File: src/rtl/ebpc_pkg.sv
// Shared types and helpers for the EBPC compressor stages.
// Holds the zero run-length state encoding and the run-symbol field builder.
package ebpc_pkg;

    typedef enum logic [0:0] {
        IDLE = 1'b0,
        RUN  = 1'b1
    } zrle_state_t;

    localparam int ZRLE_DEF_DATA_W = 8;
    localparam int ZRLE_LEN_W      = $clog2(ZRLE_DEF_DATA_W + 2);

    // Run of n zeros is coded as (n-1) in a log_max-bit field; n == 2**log_max wraps to all ones.
    function automatic logic [63:0] zrle_run_symb(input logic [31:0] n, input int unsigned log_max);
        logic [63:0] mask;
        mask = (64'd1 << log_max) - 64'd1;
        return {32'd0, n - 32'd1} & mask;
    endfunction

endpackage

File: src/rtl/ebpc_sym_reg.sv
// One-entry valid/ready holding register for a {symbol, length, last} triple.
// Accepts a new entry whenever it is empty or its current entry is being taken.
module ebpc_sym_reg #(
    parameter int SYMB_W = 9,
    parameter int LEN_W  = 4
) (
    input  logic              clk_i,
    input  logic              rst_ni,
    input  logic              in_vld_i,
    output logic              in_rdy_o,
    input  logic [SYMB_W-1:0] in_symb_i,
    input  logic [LEN_W-1:0]  in_len_i,
    input  logic              in_last_i,
    output logic              out_vld_o,
    input  logic              out_rdy_i,
    output logic [SYMB_W-1:0] out_symb_o,
    output logic [LEN_W-1:0]  out_len_o,
    output logic              out_last_o
);

    logic              vld_q;
    logic [SYMB_W-1:0] symb_q;
    logic [LEN_W-1:0]  len_q;
    logic              last_q;

    assign in_rdy_o   = !vld_q || out_rdy_i;
    assign out_vld_o  = vld_q;
    assign out_symb_o = symb_q;
    assign out_len_o  = len_q;
    assign out_last_o = last_q;

    // Payload only changes on a load so it stays stable while stalled.
    always_ff @(posedge clk_i or negedge rst_ni) begin
        if (!rst_ni) begin
            vld_q  <= 1'b0;
            symb_q <= '0;
            len_q  <= '0;
            last_q <= 1'b0;
        end else if (in_rdy_o) begin
            vld_q <= in_vld_i;
            if (in_vld_i) begin
                symb_q <= in_symb_i;
                len_q  <= in_len_i;
                last_q <= in_last_i;
            end
        end
    end

endmodule

File: src/rtl/ebpc_zrle_encoder.sv
// Zero run-length encoder: nonzero words become literals, zero runs become run symbols.
// Optional statistics counters are built when EBPC_ZRLE_STATS_EN is defined.
module ebpc_zrle_encoder
    import ebpc_pkg::*;
#(
    parameter  int DATA_W           = 8,
    parameter  int LOG_MAX_ZRLE_LEN = 4,
    localparam int SYMB_W           = DATA_W + 1,
    localparam int LEN_W            = $clog2(SYMB_W + 1)
) (
    input  logic              clk_i,
    input  logic              rst_ni,
    input  logic [DATA_W-1:0] data_i,
    input  logic              last_i,
    input  logic              vld_i,
    output logic              rdy_o,
    output logic [SYMB_W-1:0] symb_o,
    output logic [LEN_W-1:0]  len_o,
    output logic              last_o,
    output logic              vld_o,
    input  logic              rdy_i
`ifdef EBPC_ZRLE_STATS_EN
    ,
    input  logic              clr_stats_i,
    output logic [31:0]       n_words_o,
    output logic [31:0]       n_bits_o
`endif
);

    localparam int                CNT_W    = LOG_MAX_ZRLE_LEN + 1;
    localparam int                MAX_RUN  = 2 ** LOG_MAX_ZRLE_LEN;
    localparam logic [CNT_W-1:0]  CNT_ONE  = CNT_W'(1);
    localparam logic [CNT_W-1:0]  CNT_MAX  = CNT_W'(MAX_RUN);
    localparam logic [LEN_W-1:0]  LIT_LEN  = LEN_W'(SYMB_W);
    localparam logic [LEN_W-1:0]  RUN_LEN  = LEN_W'(LOG_MAX_ZRLE_LEN + 1);
    localparam int unsigned       LOG_U    = LOG_MAX_ZRLE_LEN;

    zrle_state_t       state_q, state_d;
    logic [CNT_W-1:0]  cnt_q, cnt_d;
    logic [CNT_W-1:0]  cnt_inc_s;
    logic              zero_s;
    logic              close_s;
    logic              can_emit_s;
    logic              rdy_s;
    logic              emit_vld_s;
    logic [SYMB_W-1:0] emit_symb_s;
    logic [LEN_W-1:0]  emit_len_s;
    logic              emit_last_s;
    logic [SYMB_W-1:0] run_one_s, run_cur_s, run_next_s;

    assign zero_s     = (data_i == '0);
    assign cnt_inc_s  = cnt_q + CNT_ONE;
    assign close_s    = (cnt_inc_s == CNT_MAX) || last_i;
    assign run_one_s  = SYMB_W'(zrle_run_symb(32'd1, LOG_U));
    assign run_cur_s  = SYMB_W'(zrle_run_symb(32'(cnt_q), LOG_U));
    assign run_next_s = SYMB_W'(zrle_run_symb(32'(cnt_inc_s), LOG_U));
    assign rdy_o      = rdy_s;

    // Next-state, input ready and symbol to emit.
    always_comb begin
        state_d     = state_q;
        cnt_d       = cnt_q;
        rdy_s       = 1'b0;
        emit_vld_s  = 1'b0;
        emit_symb_s = '0;
        emit_len_s  = '0;
        emit_last_s = 1'b0;
        case (state_q)
            IDLE: begin
                if (zero_s && !last_i) begin
                    // A run can start even while the output register is stalled.
                    rdy_s = 1'b1;
                    if (vld_i) begin
                        cnt_d   = CNT_ONE;
                        state_d = RUN;
                    end else begin
                        cnt_d   = cnt_q;
                    end
                end else if (zero_s) begin
                    rdy_s       = can_emit_s;
                    emit_vld_s  = vld_i && can_emit_s;
                    emit_symb_s = run_one_s;
                    emit_len_s  = RUN_LEN;
                    emit_last_s = 1'b1;
                end else begin
                    rdy_s       = can_emit_s;
                    emit_vld_s  = vld_i && can_emit_s;
                    emit_symb_s = {1'b1, data_i};
                    emit_len_s  = LIT_LEN;
                    emit_last_s = last_i;
                end
            end
            RUN: begin
                if (zero_s && close_s) begin
                    rdy_s       = can_emit_s;
                    emit_vld_s  = vld_i && can_emit_s;
                    emit_symb_s = run_next_s;
                    emit_len_s  = RUN_LEN;
                    emit_last_s = last_i;
                    if (emit_vld_s) begin
                        state_d = IDLE;
                        cnt_d   = '0;
                    end else begin
                        state_d = RUN;
                    end
                end else if (zero_s) begin
                    rdy_s = 1'b1;
                    if (vld_i) begin
                        cnt_d = cnt_inc_s;
                    end else begin
                        cnt_d = cnt_q;
                    end
                end else begin
                    // Close the run first; the literal is taken afterwards from IDLE.
                    rdy_s       = 1'b0;
                    emit_vld_s  = vld_i && can_emit_s;
                    emit_symb_s = run_cur_s;
                    emit_len_s  = RUN_LEN;
                    emit_last_s = 1'b0;
                    if (emit_vld_s) begin
                        state_d = IDLE;
                        cnt_d   = '0;
                    end else begin
                        state_d = RUN;
                    end
                end
            end
            default: begin
                state_d = IDLE;
                cnt_d   = '0;
            end
        endcase
    end

    // FSM state and pending run length.
    always_ff @(posedge clk_i or negedge rst_ni) begin
        if (!rst_ni) begin
            state_q <= IDLE;
            cnt_q   <= '0;
        end else begin
            state_q <= state_d;
            cnt_q   <= cnt_d;
        end
    end

    ebpc_sym_reg #(
        .SYMB_W (SYMB_W),
        .LEN_W  (LEN_W)
    ) u_sym_reg (
        .clk_i      (clk_i),
        .rst_ni     (rst_ni),
        .in_vld_i   (emit_vld_s),
        .in_rdy_o   (can_emit_s),
        .in_symb_i  (emit_symb_s),
        .in_len_i   (emit_len_s),
        .in_last_i  (emit_last_s),
        .out_vld_o  (vld_o),
        .out_rdy_i  (rdy_i),
        .out_symb_o (symb_o),
        .out_len_o  (len_o),
        .out_last_o (last_o)
    );

`ifdef EBPC_ZRLE_STATS_EN
    logic [31:0] n_words_q, n_words_d;
    logic [31:0] n_bits_q, n_bits_d;
    logic [32:0] bits_sum_s;

    assign n_words_o = n_words_q;
    assign n_bits_o  = n_bits_q;

    // Saturating word/bit counters; clear wins over counting.
    always_comb begin
        n_words_d  = n_words_q;
        n_bits_d   = n_bits_q;
        bits_sum_s = {1'b0, n_bits_q} + 33'(len_o);
        if (clr_stats_i) begin
            n_words_d = 32'd0;
            n_bits_d  = 32'd0;
        end else begin
            if (vld_i && rdy_s && (n_words_q != 32'hFFFF_FFFF)) begin
                n_words_d = n_words_q + 32'd1;
            end else begin
                n_words_d = n_words_q;
            end
            if (vld_o && rdy_i) begin
                n_bits_d = bits_sum_s[32] ? 32'hFFFF_FFFF : bits_sum_s[31:0];
            end else begin
                n_bits_d = n_bits_q;
            end
        end
    end

    // Statistics registers.
    always_ff @(posedge clk_i or negedge rst_ni) begin
        if (!rst_ni) begin
            n_words_q <= 32'd0;
            n_bits_q  <= 32'd0;
        end else begin
            n_words_q <= n_words_d;
            n_bits_q  <= n_bits_d;
        end
    end
`endif

endmodule

File: config.mk
export PLATFORM = sky130hd
export DESIGN_NAME = ebpc_zrle_encoder
export DESIGN_NICKNAME = d
export VERILOG_FILES = /design/src/rtl/ebpc_pkg.sv /design/src/rtl/ebpc_sym_reg.sv /design/src/rtl/ebpc_zrle_encoder.sv
export SDC_FILE = /design/constraint.sdc
export NUM_CORES = 1
export LEC_CHECK = 0
export CAP_MARGIN = 20
export CORE_UTILIZATION = 30
export CTS_CLUSTER_DIAMETER = 100
export DETAILED_ROUTE_END_ITERATION = 16
export HOLD_SLACK_MARGIN = 0.12
export REMOVE_ABC_BUFFERS = 1
export SLEW_MARGIN = 40
export SYNTH_ARGS = -nofsm -noshare
export SYNTH_HDL_FRONTEND = slang
export SYNTH_HIERARCHICAL = 1
export SYNTH_SLANG_ARGS = --single-unit
File: constraint.sdc
create_clock -name clk_i -period 2.2 [get_ports clk_i]
set_input_delay 0.44 -clock clk_i [delete_from_list [all_inputs] [get_ports clk_i]]
set_output_delay 0.44 -clock clk_i [all_outputs]
set_load 0.005 [all_outputs]
After elaboration in Yosys (flattened, before gate mapping)
Index checks and enable logic that the tools add are counted.
{"block": "word_totals", "output_inout_bits": 16, "register_bits": 21, "in_bits": 13}
{"block": "op_classes", "bitwise_logic": 1, "n_mux": 35, "reduce_logical": 10, "n_addsub": 3, "eq_ne": 4}
{"op": "$mux 5", "count": 6}
{"op": "$mux 9", "count": 2}
{"op": "$pmux 9 s2", "count": 1}
{"op": "$mux 4", "count": 4}
{"op": "$mux 1", "count": 14}
{"op": "$pmux 5 s2", "count": 1}
{"op": "$logic_not 8->1", "count": 1}
{"op": "$pmux 1 s2", "count": 4}
{"op": "$pmux 4 s2", "count": 1}
{"op": "$sub 4x1->4 const B", "count": 2}
{"op": "$mux 3", "count": 2}
{"op": "$add 5x1->5 const B", "count": 1}
{"op": "$eq 5x5->1 const B", "count": 1}
{"op": "$ne 2x2->1 const B", "count": 2}
{"op": "$ne 4x3->1 const B", "count": 1}
{"op": "$logic_and 1x1->1", "count": 3}
{"op": "$reduce_and 3->1", "count": 1}
{"op": "$logic_not 1->1", "count": 2}
{"op": "$logic_or 1x1->1", "count": 2}
{"op": "$reduce_and 2->1", "count": 1}
{"op": "$not 1->1", "count": 1}

Longest topological paths before layout
Gate-level depths: netlist of run 1.
{"block": "depth", "word_depth": 7, "depth_mapped": 8}

Hierarchy
The synthesis of run 1 kept the hierarchy.
{"mod": "ebpc_zrle_encoder", "cells_each": 91, "n_inst": 1, "area_per_inst_um2": 724.4}
{"mod": "ebpc_sym_reg", "cells_each": 33, "n_inst": 1, "area_per_inst_um2": 623.1}

Worst setup path before layout of run 1
Ideal clock, no wire load.
{"block": "synth_timing", "path_type": "input port to flip-flop", "startpoint": "input port data_i[4]", "endpoint": "register u_sym_reg.len_q[0], in the netlist u_sym_reg/out_len_o[0]", "cell_stages": 6, "setup_ps": 125, "t_arrival_ps": 2190, "setup_slack_ps": -115, "path_buffers": 1, "path_cell_list": "or4_4 nor3_1 a21oi_1 nand2_4 buf_12 mux2_4"}
{"block": "synth_between", "elab_chain_cells": 5, "elab_cells_between_ends": 12}
{"item": "start, declared", "line_no": "ebpc_zrle_encoder.sv:13", "text": "input logic [DATA_W-1:0] data_i,"}
{"item": "$logic_not 8->1 (*)", "line_no": "ebpc_zrle_encoder.sv:51", "text": "assign zero_s = (data_i == '0);"}
{"item": "$mux 1, or another cell as far along", "line_no": "ebpc_zrle_encoder.sv:106", "text": "end else if (zero_s) begin"}
{"item": "$mux 1 (on tied branches)", "line_no": "ebpc_zrle_encoder.sv:94, ebpc_zrle_encoder.sv:70"}
{"item": "$pmux 1 s2 (*)", "line_no": "ebpc_zrle_encoder.sv:68", "text": "case (state_q)"}
{"item": "named net emit_vld_s", "line_no": "ebpc_zrle_encoder.sv:45", "text": "logic emit_vld_s;"}
{"item": "$reduce_and 2->1 (no line) (*)"}
{"item": "end signal, assigned", "line_no": "ebpc_sym_reg.sv:43", "text": "len_q <= in_len_i;"}
{"item": "end, declared", "line_no": "ebpc_sym_reg.sv:23", "text": "logic [LEN_W-1:0] len_q;"}
Mark *: on every way through the listed nets, which the timed path passes. The rest lies on a longest branch.
A chain may end at the register's enable or synchronous reset.

Final worst setup path of run 1
{"block": "layout_timing", "startpoint": "input port data_i[5]", "endpoint": "output port rdy_o"}
{"block": "layout_between", "elab_chain_cells": 4, "elab_cells_between_ends": 7}
{"item": "$logic_not 8->1 (*)", "line_no": "ebpc_zrle_encoder.sv:51"}
{"item": "$mux 1, or another cell as far along", "line_no": "ebpc_zrle_encoder.sv:106"}
{"item": "$mux 1 (on tied branches)", "line_no": "ebpc_zrle_encoder.sv:94, ebpc_zrle_encoder.sv:70"}
{"item": "$pmux 1 s2 (*)", "line_no": "ebpc_zrle_encoder.sv:68"}
{"item": "end, declared", "line_no": "ebpc_zrle_encoder.sv:16", "text": "output logic rdy_o,"}
Every way passes the cells marked *; elsewhere a longest branch is shown, timed or not.

==> results of run 1 <==
cell usage in the layout (no fill, tap or decap), types with 2 or more instances in the layout:
master and count:
clkbuf_8 3, mux2_4 10, inv_1 6, ha_1 2, and3_1 2, nand2b_1 2
xnor2_1 2, o21ai_0 2, dfrtp_2 2, dlygate4sd2_1 2, a21oi_1 2, mux2_2 4
nor2_1 6, nor2b_1 4, clkdlybuf4s50_1 19, buf_4 23, a31oi_1 3, clkbuf_2 2
nand2_1 8, clkdlybuf4s15_1 3, o2bb2ai_1 2, or4_4 2, dfrtp_1 19, nand3_1 3
nand4_1 2, xor2_1 4, nor3_1 4
synthesized netlist by cell type, types with 3 or more instances:
cell | count | share of area
nand2_1 | 8 | 0.022
a31oi_1 | 3 | 0.014
nand3_1 | 3 | 0.011
xor2_1 | 4 | 0.026
mux2_2 | 4 | 0.033
nor2_1 | 7 | 0.020
mux2_4 | 10 | 0.11
nor3_1 | 5 | 0.019
a21oi_1 | 3 | 0.011
inv_1 | 6 | 0.017
dfrtp_1 | 21 | 0.39
clkbuf_1 | 4 | 0.011
nor2b_1 | 4 | 0.019
flip-flops by register name (all words and copies together) (netlist names):
| name | count |
|---|---|
| u_sym_reg/out_last_o | 1 |
| u_sym_reg/out_symb_o | 9 |
| cnt_q | 5 |
| state_q | 1 |
| u_sym_reg/out_vld_o | 1 |
| u_sym_reg/out_len_o | 4 |
final timing paths:
check | end | from | slack (ns) | cells past startpoint
worst max-delay path | rdy_o | data_i[5] | 0.06 | 6
worst min-delay path | cnt_q[3] | rst_ni | 0.51 | 2
worst max register to register | u_sym_reg/out_symb_o[3] | cnt_q[0] | 0.12 | 8
worst min register to register | u_sym_reg/out_len_o[3] | u_sym_reg/out_len_o[3] | 0.51 | 1
max in group asynchronous | cnt_q[1] | rst_ni | 1.45 | 2
min in group clk_i | u_sym_reg/out_len_o[3] | u_sym_reg/out_len_o[3] | 0.51 | 1
metrics by stage:
step	power, mW	util	instance area, sq um	worst slack [ns]	hold slack [ns]
floorplan	0.562	-	1300	-0.123	0.144
detailed placement	0.714	0.418	1810	-0.658	0.493
global route	1.01	0.436	1890	-0.0102	0.523
finish	0.959	0.436	1890	0.0617	0.510
CTS	0.969	0.431	1860	0.00198	0.515
global placement	0.710	0.418	1810	-0.664	0.490
worst max-delay path, stage by stage:
cell and delay (ns):
clkdlybuf4s15_1 0.17, or4_4 0.56, nor3_4 0.20, nor2_1 0.06, a21oi_1 0.13, buf_2 0.13
power by group:
group	internal, mW	total (mW)	switching (mW)
Sequential	0.428	0.452	0.0244
Combinational	0.168	0.252	0.0835
Clock	0.129	0.256	0.126
Total	0.725	0.959	0.234
final cells by class:
class,count,area share
flip-flops and latches,21,0.280
multi-input cells,90,0.418
well taps,52,0.0345
inverters,6,0.0119
repair buffers,51,0.231
clock buffers,4,0.0239
cell families after synthesis:
family,Yosys count,synth area share
AO/OA/AOI/OAI,25,0.162
AND/OR/NAND/NOR,42,0.188
multiplexers,14,0.145
other,1,0.00278
buffers and inverters,13,0.0548
XOR/XNOR,6,0.0390
flip-flops,21,0.390
adder cells (fa/ha/maj),2,0.0186
routing by layer:
layer  share of wire  vias up  wire (um)
met5               0        -          0
met2            0.49       23       1520
met4           0.021        0         65
met1            0.46      501       1410
li1                -      552          -
met3           0.031        6         97
repair_timing:
| action | CTS | global route |
|---|---|---|
| gates cloned | 0 | 0 |
| resized for setup | 22 | 10 |
| setup endpoints to repair | 20 | 7 |
| setup buffers | 0 | 1 |
| pin swaps | 7 | 4 |
==> results.txt, run 1 <==
outcome = finished clean
multi-input gate area in the final layout = 790 sq um
Yosys warning count = 6
setup TNS = 0 ns
die width = 69.0 um
# Max-Cap Violations = 0
vias in the first global route = 1071
post-synthesis cell count = 124
post-synthesis cell area = 1350 sq um
total global-route track usage = 0.133
worst-path maximum fanout = 3
CTS clk-pin slew, worst paths = 0.08 ns
Cell variety after synth = 46
static leakage = 0.808 nW
Worst VDD drop = 0.330 mV
Die ar. = 4760 sq um
placed cells = 219
Yosys reg bits = 21
dpl hpwl = 2.30 mm
crit path launch type = primary input
Nets = 188
min-delay worst type = in2async
DRC = 0
Final Hold Viols = 0
Tmin final = 2.14 ns
Reg area = 528 sq um
crit end category = output port
Clock Tree Buf Depth = 2
layout cell share with drive strength beyond 1 = 0.355
via count = 1082
Iter 0 DRT Violations = 40
drt first pass iters = 4
PortBufs = 28
largest net degree at the start of global routing = 22
Setup CP Type = in2out
CTS tree = yes
Async SR Flop Fraction = 1.00
ant diodes = 0
Num CTS Buffers = 3
die height = 69.0 um
Final Cycle Share = 0.972
area grow syn2layout = 40.0%
Main synth FF type = dfrtp_1
gr busiest metal = met2
starting density of the core = 0.312
fin cells = 224
final setup fails = 0
core area = 4320 sq um
root buffer cell = clkbuf_8
Post-synth EDFFs = 0
Final Wtd Congestion = 0.783
syn_area_per_cell = 10.9 sq um
Max Clock Freq = 0.468 GHz
Ports = 29
met2 Use GR = 0.225
critical path arrival = 1.70 ns
clk sink count = 21
cts hold-fix bufs = 0
CP required = 1.76 ns
met1 usage = 0.160
H-tree depth = 1
GR Util met3 = 0.0365
register area share after synthesis = 0.390
PD cells = 508 nW/um^2
grt total ovfl = 0
Via density = 4.83
Fin Clk Skew = 0.00147 ns
Final ANT Viol Nets = 0
Slew Limit Fails = 0
drt total wl = 3.09 mm
Clock Latency Late Sink = 0.26 ns
first-pass GRT wire length = 5.00 mm
row count = 24
initial antenna violation count = 0
fillers = 424
WL/cell = 13.8 um
No activity file was read; power rests on OpenSTA's default activity.
==> run 2, diff against run 1 <==
--- a/config.mk
+++ b/config.mk
@@ -7,6 +7,7 @@
 export LEC_CHECK = 0
 export CAP_MARGIN = 20
 export CORE_UTILIZATION = 30
+export CTS_BUF_LIST = sky130_fd_sc_hd__clkbuf_16
 export CTS_CLUSTER_DIAMETER = 100
 export DETAILED_ROUTE_END_ITERATION = 16
 export HOLD_SLACK_MARGIN = 0.12
==> run 2 against run 1 <==
Non-clock buffer count fell by 1. Core utilization rose by 0.58 points. Sequential power barely moved. Routed wire length rose by 0.68%. Clock power rose by 49%. Die area did not move. Sequential cell count did not move. Sequential share of layout area fell by 0.43 points. Cell count fell by 0.45%. Critical endpoint unchanged. First-iteration DRC count fell by 45%.
==> results.txt, run 2 (same netlist as run 1, synthesis figures left out) <==
WL/cell = 14.0 um (+1.1%)
Final Cycle Share = 0.978 (+0.00634)
post-route setup slack = 0.0477 ns (-0.0140 ns)
crit end category = output port
min-delay worst type = reg2reg
crit path cell chain = clkdlybuf4s15_1, or4_4, nor3_4, nor2_1, a21oi_1, buf_2
# Max-Cap Violations = 0 (unchanged)
total power = 1.08 mW (+13%)
dpl hpwl = 2.30 mm (unchanged)
via count = 1085 (+0.28%)
CP max-delay cell = or4_4
Post-Place Worst Slack = -0.658 ns (unchanged)
Final Cell Area = 1910 sq um (+1.3%)
final setup fails = 0 (unchanged)
placed cells = 219 (unchanged)
core area = 4320 sq um (unchanged)
crit path buf inv count = 2 (unchanged)
number of flip-flops in the largest register = 9 (unchanged)
H-tree depth = 1 (unchanged)
Die ar. = 4760 sq um (unchanged)
ant diodes = 0 (unchanged)
Final Hold Viols = 0 (unchanged)
Worst VDD drop = 0.271 mV (-18%)
area grow syn2layout = 41.9%
Slew Limit Fails = 0 (unchanged)
cts hold-fix bufs = 0 (unchanged)
initial antenna violation count = 0 (unchanged)
Ports = 29 (unchanged)
drt total wl = 3.11 mm (+0.68%)
DRC = 0 (unchanged)
Iter 0 DRT Violations = 22 (-45%)
total global-route track usage = 0.136 (+0.00279)
clk sink count = 21 (unchanged)
PortBufs = 28 (unchanged)
Nets = 187 (-0.53%)
CP required = 1.76 ns (about the same)
die width = 69.0 um (unchanged)
critical path arrival = 1.71 ns (about the same)
Setup CP Type = in2out
CTS tree = yes
setup TNS = 0 ns (unchanged)
CP top delay family = simple AND/OR/NAND/NOR gates
starting density of the core = 0.312 (unchanged)
fin cells = 223 (-0.45%)
largest net degree at the start of global routing = 22 (unchanged)
Placed Area = 1810 sq um (unchanged)
row count = 24 (unchanged)
most frequent cells in the layout = 22 x buf_4, 20 x dfrtp_1, 19 x clkdlybuf4s50_1
Final ANT Viol Nets = 0 (unchanged)
Max Clock Freq = 0.465 GHz (-0.65%)
vias in the first global route = 1062 (-0.84%)
first-pass GRT wire length = 5.02 mm (+0.28%)
worst-path maximum fanout = 3 (unchanged)
layout cell share with drive strength beyond 1 = 0.345 (-0.00962)
root buffer cell = clkbuf_16
grt total ovfl = 0 (unchanged)
PD cells = 567 nW/um^2 (+11%)
Clock Tree Buf Depth = 2 (unchanged)
commonest non-fill, non-tap cell in the layout = buf_4
Fin Clk Skew = 0.00210 ns (+0.000626 ns)
Tmin final = 2.15 ns (+0.0140 ns)
CTS clk-pin slew, worst paths = 0.06 ns (-0.02 ns)
fin util = 0.442 (+0.00579)
Clock Latency Late Sink = 0.25 ns (about the same)
Final Wtd Congestion = 0.783 (unchanged)
Via density = 4.87 (+0.73%)
Num CTS Buffers = 3 (unchanged)
CP max stage delay = 0.56 ns (about the same)
hold slack = 0.507 ns (-0.00350 ns)
outcome = finished clean
static leakage = 0.825 nW (+2.1%)
die height = 69.0 um (unchanged)
crit path launch type = primary input
drt first pass iters = 4 (unchanged)
[run 2: changes by cell type in the layout (fill, tap and decap cells not counted)]
cell       delta
inv_1         +1
dfrtp_2       -1
clkbuf_1      -1
clkbuf_16     +3
clkbuf_8      -3
dfrtp_1       +1
buf_4         -1
[run 2: worst register-to-register path, cell delays in order (launching register included)]
cell	delay (ns)
dfrtp_1	0.45
inv_1	0.07
ha_1	0.28
nand2b_1	0.15
and3_1	0.19
o31ai_2	0.25
xor2_1	0.22
o41ai_2	0.11
mux2_4	0.27
[run 2: routing by layer]
layer | routed length, um | share of wire | vias up | global-route usage
li1 | - | - | 546 | -
met1 | 1400 | 0.45 | 508 | 0.161
met2 | 1530 | 0.49 | 23 | 0.224
met3 | 93 | 0.030 | 8 | 0.0365
met4 | 89 | 0.029 | 0 | 0.0703
met5 | 0 | 0 | - | 0
[run 2: final cells by class]
type | instances | area, sq um
clock buffers | 3 | 75.1
clock inverters | 1 | 3.75
fillers | 423 | 2410
inverters | 6 | 22.5
multi-input cells | 90 | 790
flip-flops and latches | 21 | 527
well taps | 52 | 65.1
repair buffers | 50 | 429
[run 2: worst paths after layout]
path                                        startpoint                 endpoint  slack [ns]  cells past startpoint
worst max-delay path                         data_i[5]                    rdy_o        0.05                      6
worst min-delay path            u_sym_reg/out_len_o[3]   u_sym_reg/out_len_o[3]        0.51                      1
worst max register to register                cnt_q[1]  u_sym_reg/out_symb_o[3]        0.09                      8
worst min register to register  u_sym_reg/out_len_o[3]   u_sym_reg/out_len_o[3]        0.51                      1
max in group asynchronous                       rst_ni                 cnt_q[0]        1.44                      2
min in group asynchronous                       rst_ni                 cnt_q[3]        0.52                      2
[run 2: what timing repair did]
action                                  in CTS  in global routing
pin swaps                                    7                  4
resized for setup                           22                  9
endpoints found under the setup margin      20                  9
setup buffers                                0                  0
[run 2: where the power goes]
part | internal [mW] | total (mW) | switching, mW | leakage (nW)
combinational | 0.167 | 0.249 | 0.0827 | 0.535
clock | 0.242 | 0.381 | 0.138 | 0.0423
sequential | 0.429 | 0.453 | 0.0248 | 0.247
total | 0.838 | 1.08 | 0.246 | 0.825
==> run 3, diff against run 2 <==
==> constraint.sdc (replaced) <==
create_clock -name clk_i -period 2.2 [get_ports clk_i]
set_input_delay 0.22 -clock clk_i [delete_from_list [all_inputs] [get_ports clk_i]]
set_output_delay 0.22 -clock clk_i [all_outputs]
set_load 0.005 [all_outputs]
==> run 3 against run 2 <==
Sequential power about the same. Core utilization shrank 0.058 points. Routed wire length grew 0.71%. Cell count down 0.45%. Clock power is 4% higher. Largest cell class unchanged. Largest power group unchanged.
==> results.txt, run 3 (same netlist as run 1, synthesis figures left out) <==
Die ar. = 4760 sq um (unchanged)
WL/cell = 14.1 um (+1.2%)
setup TNS = 0 ns (unchanged)
multi-input gate area in the final layout = 781 sq um (-1.1%)
crit path cell chain = clkdlybuf4s50_1, or4_4, or2_1, buf_4, nor2_1, xnor2_1, o31ai_1, mux2_4
Final ANT Viol Nets = 0 (unchanged)
first-pass GRT wire length = 5.24 mm (+4.4%)
ant diodes = 0 (unchanged)
Reg area = 528 sq um (+0.24%)
min-delay worst type = in2async
total power = 1.10 mW (+1.8%)
most frequent cells in the layout = 27 x clkdlybuf4s50_1, 21 x buf_4, 19 x dfrtp_1
hold slack = 0.305 ns (-0.202 ns)
Final Wtd Congestion = 0.775 (-1.1%)
number of flip-flops in the largest register = 9 (unchanged)
H-tree depth = 1 (unchanged)
Ports = 29 (unchanged)
CTS tree = yes
drt first pass iters = 4 (unchanged)
PD cells = 578 nW/um^2 (+1.9%)
CP max stage delay = 0.54 ns (-0.02 ns)
cts hold-fix bufs = 0 (unchanged)
commonest non-fill, non-tap cell in the layout = clkdlybuf4s50_1
# Max-Cap Violations = 0 (unchanged)
core area = 4320 sq um (unchanged)
Via density = 5.07 (+4.2%)
layout cell share with drive strength beyond 1 = 0.329 (-0.0156)
DRC = 0 (unchanged)
Clock Latency Late Sink = 0.26 ns (about the same)
Slew Limit Fails = 0 (unchanged)
drt total wl = 3.14 mm (+0.71%)
outcome = finished clean
Tmin final = 2.12 ns (-0.0331 ns)
largest net degree at the start of global routing = 22 (unchanged)
Final Cycle Share = 0.963 (-0.0150)
worst-path maximum fanout = 6 (+3)
total global-route track usage = 0.137 (+0.000592)
PortBufs = 28 (unchanged)
grt total ovfl = 0 (unchanged)
die width = 69.0 um (unchanged)
CP required = 2.34 ns (+0.58 ns)
clk sink count = 21 (unchanged)
fin util = 0.442 (-0.000579)
area grow syn2layout = 41.7%
Fin Clk Skew = 0.00290 ns (+0.000802 ns)
via count = 1126 (+3.8%)
static leakage = 0.811 nW (-1.7%)
Max Clock Freq = 0.472 GHz (+1.6%)
Clock Tree Buf Depth = 2 (unchanged)
crit path launch type = primary input
critical path arrival = 2.26 ns (+0.55 ns)
Setup CP Type = in2reg
starting density of the core = 0.312 (unchanged)
Final Hold Viols = 0 (unchanged)
initial antenna violation count = 0 (unchanged)
fillers = 429 (+1.4%)
root buffer cell = clkbuf_16
crit end category = flip-flop
CP max-delay cell = or4_4
Worst VDD drop = 0.221 mV (-18%)
vias in the first global route = 1146 (+7.9%)
dpl hpwl = 2.28 mm (-0.87%)
Num CTS Buffers = 3 (unchanged)
final setup fails = 0 (unchanged)
CTS clk-pin slew, worst paths = 0.06 ns (about the same)
Iter 0 DRT Violations = 36 (+64%)
row count = 24 (unchanged)
Nets = 186 (-0.53%)
die height = 69.0 um (unchanged)
-- run 3: metal layers --
layer  global-route usage  part of all wire  vias up
li1                     -                 -      540
met1                0.166              0.43      560
met2                0.243              0.52       22
met3               0.0263             0.035        4
met4               0.0408             0.011        0
met5                    0                 0        -
-- run 3: worst paths after layout --
| check | start | endpoint | slack (ns) | depth (start not counted) |
|---|---|---|---|---|
| worst max register to register | cnt_q[1] | u_sym_reg/out_symb_o[3] | 0.10 | 8 |
| min in group clk_i | u_sym_reg/out_last_o | u_sym_reg/out_last_o | 0.51 | 1 |
| max in group asynchronous | rst_ni | cnt_q[0] | 1.66 | 2 |
| worst min-delay path | rst_ni | cnt_q[3] | 0.30 | 2 |
| worst min register to register | u_sym_reg/out_last_o | u_sym_reg/out_last_o | 0.51 | 1 |
| worst max-delay path | data_i[1] | u_sym_reg/out_symb_o[1] | 0.08 | 8 |
-- run 3: stage by stage --
stage | instances | setup slack (ns) | cell area (sq um)
2_1_floorplan | 117 | 0.0966 | 1300
3_3_place_gp | 216 | -0.281 | 1780
3_5_place_dp | 216 | -0.224 | 1780
4_1_cts | 220 | 0.00899 | 1880
5_1_grt | 222 | -0.00421 | 1910
6_report | 222 | 0.0808 | 1910
-- run 3: power breakdown --
group | leakage (nW) | internal (mW) | switching [mW]
Sequential | 0.246 | 0.428 | 0.0245
Clock | 0.0409 | 0.245 | 0.151
Combinational | 0.524 | 0.172 | 0.0825
-- run 3: what timing repair did --
action | 4_1_cts | 5_1_grt
setup buffers | 0 | 2
pin swaps | 0 | 4
resized for setup | 6 | 6
cloned | 0 | 0
setup endpoints to repair | 3 | 4
-- run 3: area by class of cell --
class	instances	area share
inverter	6	0.0118
multi-input combinational	90	0.409
tap	52	0.0341
clock buffer	3	0.0393
clock inverter	1	0.00262
sequential	21	0.277
timing repair buffer	49	0.227
-- run 3: worst max-delay path, delay by kind of cell --
kind                      cells  cell delay (ns)
AOI/OAI and AO/OA             1             0.09
xor gates and xnor gates      1             0.14
buffers and inverters         2             0.62
muxes                         1             0.27
and+or+nand+nor               3             0.92
